$ cat src/rtl/qam_ctrl_pkg.sv
// qam_ctrl_pkg: shared state encoding, frame index width and default LFSR seed table
package qam_ctrl_pkg;
    localparam int FIDX_W = 4;
    typedef enum logic [2:0] {S_IDLE, S_RST, S_LOAD, S_RUN, S_NEXT, S_DONE} state_t;
    localparam logic [6:0] DEFAULT_SEEDS [0:15] = '{
        7'b1010101, 7'b0101010, 7'b1110001, 7'b0001110,
        7'b1001101, 7'b0110010, 7'b1100110, 7'b0011001,
        7'b1000001, 7'b0101010, 7'b1011101, 7'b1101110,
        7'b1000101, 7'b1100010, 7'b1010110, 7'b0011111
    };
endpackage

$ cat src/rtl/qam_frame_ctrl_if.sv
// qam_frame_ctrl_if: control/status bundle between the frame sequencer and its user.
// QAM_CTRL_SEED_WR_EN adds the seed-table write port.
interface qam_frame_ctrl_if import qam_ctrl_pkg::*; #(
    parameter int SEED_W = 7,
    parameter int SYM_W  = 7
);
    logic              start, abort, valid_out;
    logic              dp_reset, lfsr_reset, lfsr_load, busy, done, frame_end, timeout_err;
    logic [SEED_W-1:0] lfsr_seed;
    logic [FIDX_W-1:0] frame_idx;
    logic [SYM_W-1:0]  sym_cnt;
`ifdef QAM_CTRL_SEED_WR_EN
    logic              seed_we;
    logic [FIDX_W-1:0] seed_waddr;
    logic [SEED_W-1:0] seed_wdata;
    modport master (output start, abort, valid_out, seed_we, seed_waddr, seed_wdata,
                    input dp_reset, lfsr_reset, lfsr_load, lfsr_seed, busy, done,
                          frame_idx, sym_cnt, frame_end, timeout_err);
    modport slave  (input start, abort, valid_out, seed_we, seed_waddr, seed_wdata,
                    output dp_reset, lfsr_reset, lfsr_load, lfsr_seed, busy, done,
                           frame_idx, sym_cnt, frame_end, timeout_err);
`else
    modport master (output start, abort, valid_out,
                    input dp_reset, lfsr_reset, lfsr_load, lfsr_seed, busy, done,
                          frame_idx, sym_cnt, frame_end, timeout_err);
    modport slave  (input start, abort, valid_out,
                    output dp_reset, lfsr_reset, lfsr_load, lfsr_seed, busy, done,
                           frame_idx, sym_cnt, frame_end, timeout_err);
`endif
endinterface

$ cat src/rtl/qam_seed_table.sv
// qam_seed_table: 16-entry LFSR seed table with asynchronous read.
// QAM_CTRL_SEED_WR_EN makes it a writable register file; otherwise it is the constant default.
module qam_seed_table import qam_ctrl_pkg::*; #(
    parameter int SEED_W = 7
) (
`ifdef QAM_CTRL_SEED_WR_EN
    input  logic              clk,
    input  logic              reset,
    input  logic              i_we,
    input  logic [FIDX_W-1:0] i_waddr,
    input  logic [SEED_W-1:0] i_wdata,
`endif
    input  logic [FIDX_W-1:0] i_raddr,
    output logic [SEED_W-1:0] o_rdata
);
`ifdef QAM_CTRL_SEED_WR_EN
    logic [SEED_W-1:0] r_mem [0:15];
    always_ff @(posedge clk) begin
        if (reset) begin
            for (int i = 0; i < 16; i++) r_mem[i] <= SEED_W'(DEFAULT_SEEDS[i]);
        end else if (i_we) begin
            r_mem[i_waddr] <= i_wdata;
        end
    end
    assign o_rdata = r_mem[i_raddr];
`else
    assign o_rdata = SEED_W'(DEFAULT_SEEDS[i_raddr]);
`endif
endmodule

$ cat src/rtl/qam_frame_ctrl.sv
// qam_frame_ctrl: per-frame reset/seed-load/symbol-count sequencer for the QAM transmit chain.
// QAM_CTRL_SEED_WR_EN enables idle-time writes to the seed table.
module qam_frame_ctrl #(
    parameter int NUM_FRAMES     = 16,
    parameter int SYMS_PER_FRAME = 64,
    parameter int SEED_W         = 7,
    parameter int TIMEOUT        = 4096
) (
    input logic                clk,
    input logic                reset,
    qam_frame_ctrl_if.slave    bus
);
    import qam_ctrl_pkg::*;
    localparam int SYM_W = $clog2(SYMS_PER_FRAME + 1);
    localparam int WD_W  = $clog2(TIMEOUT);

    state_t            r_state;
    logic              r_dp_reset, r_lfsr_reset, r_lfsr_load, r_busy, r_done, r_frame_end, r_timeout_err;
    logic [FIDX_W-1:0] r_frame_idx;
    logic [SYM_W-1:0]  r_sym_cnt;
    logic [WD_W-1:0]   r_wd;
    logic              w_last_sym, w_wd_exp, w_last_frame;

    assign w_last_sym   = r_sym_cnt == SYM_W'(SYMS_PER_FRAME - 1);
    assign w_wd_exp     = r_wd == WD_W'(TIMEOUT - 1);
    assign w_last_frame = r_frame_idx == FIDX_W'(NUM_FRAMES - 1);

    qam_seed_table #(.SEED_W(SEED_W)) u_seeds (
`ifdef QAM_CTRL_SEED_WR_EN
        .clk     (clk),
        .reset   (reset),
        .i_we    (bus.seed_we & ~r_busy),
        .i_waddr (bus.seed_waddr),
        .i_wdata (bus.seed_wdata),
`endif
        .i_raddr (r_frame_idx),
        .o_rdata (bus.lfsr_seed)
    );

    // Outputs are registered by assigning the values of the state being entered.
    always_ff @(posedge clk) begin
        if (reset) begin
            r_state       <= S_IDLE;
            r_dp_reset    <= 1'b1;
            r_lfsr_reset  <= 1'b1;
            r_lfsr_load   <= 1'b0;
            r_busy        <= 1'b0;
            r_done        <= 1'b0;
            r_frame_end   <= 1'b0;
            r_timeout_err <= 1'b0;
            r_frame_idx   <= '0;
            r_sym_cnt     <= '0;
            r_wd          <= '0;
        end else if (bus.abort) begin
            r_state      <= S_IDLE;
            r_dp_reset   <= 1'b1;
            r_lfsr_reset <= 1'b1;
            r_lfsr_load  <= 1'b0;
            r_busy       <= 1'b0;
            r_done       <= 1'b0;
            r_frame_end  <= 1'b0;
        end else begin
            r_lfsr_load <= 1'b0;
            r_done      <= 1'b0;
            r_frame_end <= 1'b0;
            case (r_state)
                S_IDLE: if (bus.start) begin
                    r_state       <= S_RST;
                    r_busy        <= 1'b1;
                    r_frame_idx   <= '0;
                    r_timeout_err <= 1'b0;
                    r_sym_cnt     <= '0;
                    r_wd          <= '0;
                end
                S_RST: begin
                    r_state      <= S_LOAD;
                    r_dp_reset   <= 1'b0;
                    r_lfsr_reset <= 1'b0;
                    r_lfsr_load  <= 1'b1;
                    r_sym_cnt    <= '0;
                    r_wd         <= '0;
                end
                S_LOAD: r_state <= S_RUN;
                S_RUN: begin
                    // A symbol arriving on the expiry cycle wins over the timeout.
                    if (bus.valid_out) begin
                        r_wd      <= '0;
                        r_sym_cnt <= r_sym_cnt == SYM_W'(SYMS_PER_FRAME) ? r_sym_cnt : r_sym_cnt + 1'b1;
                        if (w_last_sym) begin
                            r_state     <= S_NEXT;
                            r_frame_end <= 1'b1;
                        end
                    end else if (w_wd_exp) begin
                        r_state       <= S_NEXT;
                        r_frame_end   <= 1'b1;
                        r_timeout_err <= 1'b1;
                    end else begin
                        r_wd <= r_wd + 1'b1;
                    end
                end
                S_NEXT: begin
                    if (w_last_frame) begin
                        r_state <= S_DONE;
                        r_done  <= 1'b1;
                    end else begin
                        r_state      <= S_RST;
                        r_frame_idx  <= r_frame_idx + 1'b1;
                        r_dp_reset   <= 1'b1;
                        r_lfsr_reset <= 1'b1;
                        r_sym_cnt    <= '0;
                        r_wd         <= '0;
                    end
                end
                S_DONE: begin
                    r_state      <= S_IDLE;
                    r_busy       <= 1'b0;
                    r_dp_reset   <= 1'b1;
                    r_lfsr_reset <= 1'b1;
                end
                default: r_state <= S_IDLE;
            endcase
        end
    end

    assign bus.dp_reset    = r_dp_reset;
    assign bus.lfsr_reset  = r_lfsr_reset;
    assign bus.lfsr_load   = r_lfsr_load;
    assign bus.busy        = r_busy;
    assign bus.done        = r_done;
    assign bus.frame_end   = r_frame_end;
    assign bus.timeout_err = r_timeout_err;
    assign bus.frame_idx   = r_frame_idx;
    assign bus.sym_cnt     = r_sym_cnt;
endmodule
$ cat src/flat_wrapper.sv
// flat-port wrapper written by rule: the top's interface ports become plain ports
module qam_frame_ctrl_flat import qam_ctrl_pkg::*;
#(
    parameter int NUM_FRAMES     = 16,
    parameter int SYMS_PER_FRAME = 64,
    parameter int SEED_W         = 7,
    parameter int TIMEOUT        = 4096
)
  (clk, reset, bus_start, bus_abort, bus_valid_out, bus_dp_reset, bus_lfsr_reset, bus_lfsr_load, bus_lfsr_seed, bus_busy, bus_done, bus_frame_idx, bus_sym_cnt, bus_frame_end, bus_timeout_err);
  qam_frame_ctrl_if #(.SEED_W(SEED_W)) bus_i ();
  input logic clk;
  input logic reset;
  input wire logic [$bits(bus_i.start)-1:0] bus_start;
  input wire logic [$bits(bus_i.abort)-1:0] bus_abort;
  input wire logic [$bits(bus_i.valid_out)-1:0] bus_valid_out;
  output wire logic [$bits(bus_i.dp_reset)-1:0] bus_dp_reset;
  output wire logic [$bits(bus_i.lfsr_reset)-1:0] bus_lfsr_reset;
  output wire logic [$bits(bus_i.lfsr_load)-1:0] bus_lfsr_load;
  output wire logic [$bits(bus_i.lfsr_seed)-1:0] bus_lfsr_seed;
  output wire logic [$bits(bus_i.busy)-1:0] bus_busy;
  output wire logic [$bits(bus_i.done)-1:0] bus_done;
  output wire logic [$bits(bus_i.frame_idx)-1:0] bus_frame_idx;
  output wire logic [$bits(bus_i.sym_cnt)-1:0] bus_sym_cnt;
  output wire logic [$bits(bus_i.frame_end)-1:0] bus_frame_end;
  output wire logic [$bits(bus_i.timeout_err)-1:0] bus_timeout_err;
  assign bus_i.start = bus_start;
  assign bus_i.abort = bus_abort;
  assign bus_i.valid_out = bus_valid_out;
  assign bus_dp_reset = bus_i.dp_reset;
  assign bus_lfsr_reset = bus_i.lfsr_reset;
  assign bus_lfsr_load = bus_i.lfsr_load;
  assign bus_lfsr_seed = bus_i.lfsr_seed;
  assign bus_busy = bus_i.busy;
  assign bus_done = bus_i.done;
  assign bus_frame_idx = bus_i.frame_idx;
  assign bus_sym_cnt = bus_i.sym_cnt;
  assign bus_frame_end = bus_i.frame_end;
  assign bus_timeout_err = bus_i.timeout_err;
  qam_frame_ctrl #(.NUM_FRAMES(NUM_FRAMES), .SYMS_PER_FRAME(SYMS_PER_FRAME), .SEED_W(SEED_W), .TIMEOUT(TIMEOUT)) u_core (.clk(clk), .reset(reset), .bus(bus_i));
endmodule
$ cat config.mk
export PLATFORM = sky130hd
export DESIGN_NAME = qam_frame_ctrl_flat
export DESIGN_NICKNAME = d
export VERILOG_FILES = /design/src/rtl/qam_ctrl_pkg.sv /design/src/rtl/qam_frame_ctrl_if.sv /design/src/rtl/qam_seed_table.sv /design/src/rtl/qam_frame_ctrl.sv /design/src/flat_wrapper.sv
export SDC_FILE = /design/constraint.sdc
export NUM_CORES = 1
export LEC_CHECK = 0
export BUFFER_PORTS_ARGS = -buffer_cell sky130_fd_sc_hd__buf_4
export CAP_MARGIN = 25
export CELL_PAD_IN_SITES_DETAIL_PLACEMENT = 0
export CELL_PAD_IN_SITES_GLOBAL_PLACEMENT = 1
export CORE_MARGIN = 5
export CORE_UTILIZATION = 30
export DETAILED_ROUTE_END_ITERATION = 16
export PLACE_DENSITY_LB_ADDON = 0.1
export SLEW_MARGIN = 15
export SYNTH_ARGS = -nofsm -noshare
export SYNTH_HDL_FRONTEND = slang
export SYNTH_SLANG_ARGS = --single-unit
$ cat constraint.sdc
create_clock -name clk -period 2.1 [get_ports clk]
set_input_delay 0.315 -clock clk [delete_from_list [all_inputs] [get_ports clk]]
set_output_delay 0.315 -clock clk [all_outputs]
set_load 0.01 [all_outputs]
# Word-level counts from Yosys, hierarchy flattened
# Memory sizes are Yosys's and may differ from the RTL's.
# Index checks and enable logic that the tools add are counted.
dict set report op_classes {
  n_addsub 3
  order_cmp 1
  eq_ne 18
  n_mux 34
  n_bitwise 4
  reduce_logical 16
}
# cell count
set ops {}
lappend ops {{$mux 12} 4}
lappend ops {{$pmux 12 s4} 1}
lappend ops {{$mux 7} 6}
lappend ops {{$pmux 7 s4} 1}
lappend ops {{$mux 3} 5}
lappend ops {{$pmux 3 s5} 1}
lappend ops {{$add 12x1->12 const B} 1}
lappend ops {{$eq 12x12->1 const B} 1}
lappend ops {{$mux 1} 10}
lappend ops {{$ne 2x2->1 const B} 5}
lappend ops {{$reduce_and 5->1} 2}
lappend ops {{$mux 4} 2}
lappend ops {{$pmux 4 s2} 1}
lappend ops {{$add 7x1->7 const B} 1}
lappend ops {{$eq 7x6->1 const B} 1}
lappend ops {{$eq 7x7->1 const B} 1}
lappend ops {{$eq 3x2->1 const B} 2}
lappend ops {{$eq 3x3->1 const B} 2}
lappend ops {{$ne 3x2->1 const B} 2}
lappend ops {{$reduce_and 6->1} 1}
lappend ops {{$reduce_bool 2->1} 3}
lappend ops {{$reduce_or 3->1} 2}
lappend ops {{$ge 5x5->1 const B} 1}
lappend ops {{$not 4->5} 1}
lappend ops {{15 further kinds} 19}
dict set report word_totals {
  register_bits 32
  romBits 112
  input_bits 5
  output_inout_bits 25
  elab_cells 87
  mem_count 1
}
# name depth width read_ports rd_ports_with_merged_regs wr line_no
set mem_list {}
lappend mem_list {{(no name shown)} 16 7 1 0 0 qam_seed_table.sv:27} ;# assign o_rdata = SEED_W'(DEFAULT_SEEDS[i_raddr]);

# Logic depth before layout (Yosys ltp)
dict set report depth {
  word_depth 4
  mapped_depth 7
  mapped_depth_nobuf 6
}

# Cells and area by module
# From an unflattened synthesis, not the netlist that was laid out.
dict set report hier_totals {
  hier_cells 240
  area_unflattened_um2 1990.7
}
# module n_inst cells_each area_each_um2 seq_area_each_um2
set modules_own_cells {}
lappend modules_own_cells {qam_frame_ctrl 1 203 1702.9 640.6}
lappend modules_own_cells {qam_seed_table 1 37 287.8 0.0}

# Worst setup path before layout
# Ideal clock, no wire load.
dict set report synth_timing {
  path_type {reg-to-reg}
  startpoint {register u_core.r_frame_idx[0] (netlist: u_core.bus.frame_idx[0])}
  endpoint {register u_core.r_frame_idx[0] (netlist: u_core.bus.frame_idx[0])}
  setup_ns 0.067
  arrival_ns 1.884
  required_ns 2.033
  setup_slack_ns 0.149
  stages_incl_launch_ff 7
  n_path_buf 1
  period_less_slack_ns 1.951
  cell_sequence {dfxtp_1 ha_1 and4_4 or4_1 buf_2 or3_1 a21oi_2}
}
dict set report synth_via {
  elab_chain_len 3
  word_cells_on_any_way 6
  cone_classes {add/sub (1); eq/ne (2); mux (2); reduce/logical (1)}
}
# item line_no
set synth_lines {}
lappend synth_lines {{start: declaration} qam_frame_ctrl.sv:19} ;# logic [FIDX_W-1:0] r_frame_idx;
lappend synth_lines {{start signal: assignment} qam_frame_ctrl.sv:107} ;# r_frame_idx <= r_frame_idx + 1'b1;
lappend synth_lines {{$add 4x1->4 or $eq 4x4->1 (tied branches)} {qam_frame_ctrl.sv:107, qam_frame_ctrl.sv:26}}
lappend synth_lines {{$mux 4 or $ne 2x2->1 (tied branches)} --}
lappend synth_lines {{$pmux 4 s2 or $reduce_and 4->1 (tied branches)} --}
# Several ways; a longest one is shown, not always the timed one. The select of a mux whose other input is x is not followed.
# A chain may end at the register's enable or synchronous reset.

# Final worst setup path
dict set report layout_timing {
  startpoint {register u_core.r_frame_idx[0] (netlist: u_core.bus.frame_idx[0])}
  endpoint {register u_core.r_sym_cnt[6] (netlist: u_core.bus.sym_cnt[6])}
}
dict set report layout_via {
  elab_chain_len 3
}
# item line_no
set layout_lines {}
lappend layout_lines {{$eq 4x4->1} qam_frame_ctrl.sv:26} ;# assign w_last_frame = r_frame_idx == FIDX_W'(NUM_FRAMES - 1);
lappend layout_lines {{$ne 2x2->1 (no line)} --}
lappend layout_lines {{$reduce_and 6->1 (no line)} --}
lappend layout_lines {{end signal: assignment} qam_frame_ctrl.sv:88} ;# r_sym_cnt <= r_sym_cnt == SYM_W'(SYMS_PER_FRAME) ? r_sym_cnt : r_sym_cnt + 1'b1;
lappend layout_lines {{end: declaration} qam_frame_ctrl.sv:20} ;# logic [SYM_W-1:0] r_sym_cnt;
# Every way passes these cells.

==> metrics.cfg <==
[status]
status=finished, final reports clean

[final_layout]
final_area_sq_mm=0.00248
final_layout_size_suffix_gt1_frac=0.259
utilization=0.395
syn_to_final_growth_pct=30.4
final_net_count=307
n_antenna_cell=0

[drt]
dr.pass1.iters=4
ant_nets=0
drc_errors=0
routed_wirelength_mm=4.95
vias=1875
via_per_inst=5.07
wire_per_inst_um=13.4
dr.first_iter.drc_count=63

[logic_synthesis]
postSynthCellCount=247
synthSimpleGateAreaFrac=0.321
async_flop_share=0
synth_top_family_by_area=simple AND/OR/NAND/NOR gates
yosys_warnings=0
synth-compound-area-share=0.219
syn_area_sq_mm=0.00190
ys_ff_latch=32
synth_mux_area_frac=0.0112
avgSynthCellArea_sq_um=7.70
ys_seq_area_frac=0.337
synthAdderAreaFrac=0.0657
ys_types=44
synth_enable_flop_cells=0
synth_ff_type=dfxtp_1
synth-xor-area-share=0
synth.net_count=262

[floorplanning]
rows=29
dieWidth_um=89.6
dieArea_sq_mm=0.00804
die_y_um=89.6
core_area_sq_mm=0.00628
initial_core_util=0.303
io_pins=30

[timing]
rsz0062_at_grt=true
finalMaxSlewViolations=0
setup-violations-final=0
max_freq_mhz=505
timing.slew.headroom=0.730
setup_ws_ps=119
tightestPinTransition_ps=404
finClkSkew_ps=2.72
period_share=0.943
timing.final.crit_period_ps=1980
hold_viol_final=0
setup_tns_ps=0

[clock_network]
insertion_delay_ps=290
cts_max_level=2
cts.sinks=32
cts-root-buf=clkbuf_8
cts.hold.buffers_added=0
cts_inserted_buffers=5
cts_tree=yes
cts_resized=0
path_clk_slew_ps=70
postCtsSetupRepairBufs=0
cts_max_path_buffers=2

[placed_design]
pre_cts_ws_ps=97.6
gp_congestion=0.762
io_buffers=29
place_hpwl_mm=3.56
placed_area_sq_mm=0.00231

[critical_path]
cp_cell_sequence=ha_1 -> and4_4 -> a21oi_4 -> buf_4 -> nand4_1 -> or4_1 -> a21oi_1
cp-startpoint=u_core.bus.frame_idx[0]
r2r-end=u_core.bus.sym_cnt[6]
r2r_cells=7
start_kind=flip-flop
path_class=reg -> reg
worstPathRequired_ps=2320
cp_max_fo=6
cpLargestDelayFamily=simple AND/OR/NAND/NOR gates
r2r_slack_ps=120
crit_path_top_delay_cell=or4_1
reg2reg_from=u_core.bus.frame_idx[0]
cp_slowest_stage_delay_ps=460
critPathCaptureType=flip-flop
cp_num_buf_inv=1
worstPathArrival_ps=2200

[power]
ir_drop_v=0.000279
power_density_mw_per_mm2=548
power.leakage_nw=0.933

[job]
max_cap_viol_count=0

[global_route]
grt-ovfl-total=0
grt_use_total=0.129
grt_max_degree=29
first_global_vias=1714
grt_pass1_wl_mm=8.18
antenna_found_initial=0

[min_path]
hp-start=bus_abort
worstHoldPathCells=3
min_to=u_core.bus.lfsr_reset
hold_path.class=in -> reg

## power by group
group	total, mW	switching [mW]	internal, mW
sequential	0.614	0.00413	0.610
clock	0.661	0.242	0.419
combinational	0.0847	0.0496	0.0352
## final cells by class
class	instances	area [sq um]
multi-input combinational	196	1210
tap	77	96.3
inverter	7	26.3
fill	675	3790
clock buffer	7	96.3
timing repair buffer	50	383
clock inverter	1	30.0
sequential	32	643
## worst reg2reg max path, stage by stage, from the launching register on
cell and delay [ps]:
dfxtp_1 320, ha_1 230, and4_4 220, a21oi_4 180, buf_4 160, nand4_1 210
or4_1 460, a21oi_1 140
## worst max-delay path by stage
stage,to,slack (ps),cells after the start
finish,u_core.bus.sym_cnt[6],120,7
global route,u_core.r_wd[5],-20,7
CTS,bus_lfsr_seed[2],10,7
detailed placement,u_core.r_wd[5],100,7
global placement,u_core.r_wd[7],120,7
floorplan,u_core.bus.frame_idx[0],150,6
## synth_stat cells (4+ instances only)
master / instances / area share
a21oi_1: 29 / 0.076
a31oi_1: 4 / 0.013
and2_1: 5 / 0.016
clkbuf_1: 7 / 0.014
dfxtp_1: 32 / 0.34
ha_1: 10 / 0.066
inv_1: 7 / 0.014
nand2_1: 26 / 0.051
nand2b_1: 9 / 0.030
nand3_1: 10 / 0.026
nand4_1: 6 / 0.020
nor2_1: 20 / 0.039
o21ai_0: 22 / 0.058
o21ai_1: 5 / 0.013
or2_2: 5 / 0.016
or3_1: 8 / 0.026
or4_1: 7 / 0.028
## logic make-up after synthesis
kind of cell	count (synthesis)
adders and majority gates	10
buffers and inverters	19
AOI/OAI and AO/OA	72
DFF	32
and+or+nand+nor	112
muxes	2
## flip-flops by register name (all words and copies together) (netlist names)
name and flops:
u_core.bus.done 1, u_core.bus.timeout_err 1, u_core.bus.frame_idx 4, u_core.bus.lfsr_reset 1, u_core.r_state 3, u_core.r_wd 12
u_core.bus.sym_cnt 7, u_core.bus.lfsr_load 1, u_core.bus.frame_end 1, u_core.bus.busy 1
## metrics by stage
step | power (mW) | std cells | hold WS (ps)
floorplan | 0.674 | 247 | 438
global placement | 0.710 | 362 | 472
detailed placement | 0.708 | 362 | 468
CTS | 1.38 | 370 | 309
global route | 1.42 | 370 | 382
finish | 1.36 | 370 | 334
## layer usage
metal  share of wire  vias to the layer above  GRT usage
met4           0.011                        0     0.0406
met1            0.50                      863      0.180
met5               0                        -          0
met3           0.057                        5     0.0310
li1                -                      978          -
met2            0.43                       29      0.196
## layout by cell type, fill, tap and decap left out, types with 4 or more instances in the layout
| cell type | synthesis | routed |
|---|---|---|
| or3_1 | 8 | 8 |
| nand4_1 | 6 | 6 |
| nand2_1 | 26 | 26 |
| and2_1 | 5 | 5 |
| or2_2 | 5 | 5 |
| clkbuf_8 | 0 | 7 |
| o21ai_1 | 5 | 5 |
| a21oi_1 | 29 | 29 |
| dfxtp_1 | 32 | 30 |
| inv_1 | 7 | 7 |
| buf_4 | 2 | 48 |
| ha_1 | 10 | 9 |
| or4_1 | 7 | 7 |
| nand3_1 | 10 | 10 |
| nor2_1 | 20 | 20 |
| nand2b_1 | 9 | 9 |
| o21ai_0 | 22 | 21 |
| a31oi_1 | 4 | 4 |
No activity file was read; power rests on OpenSTA's default activity.
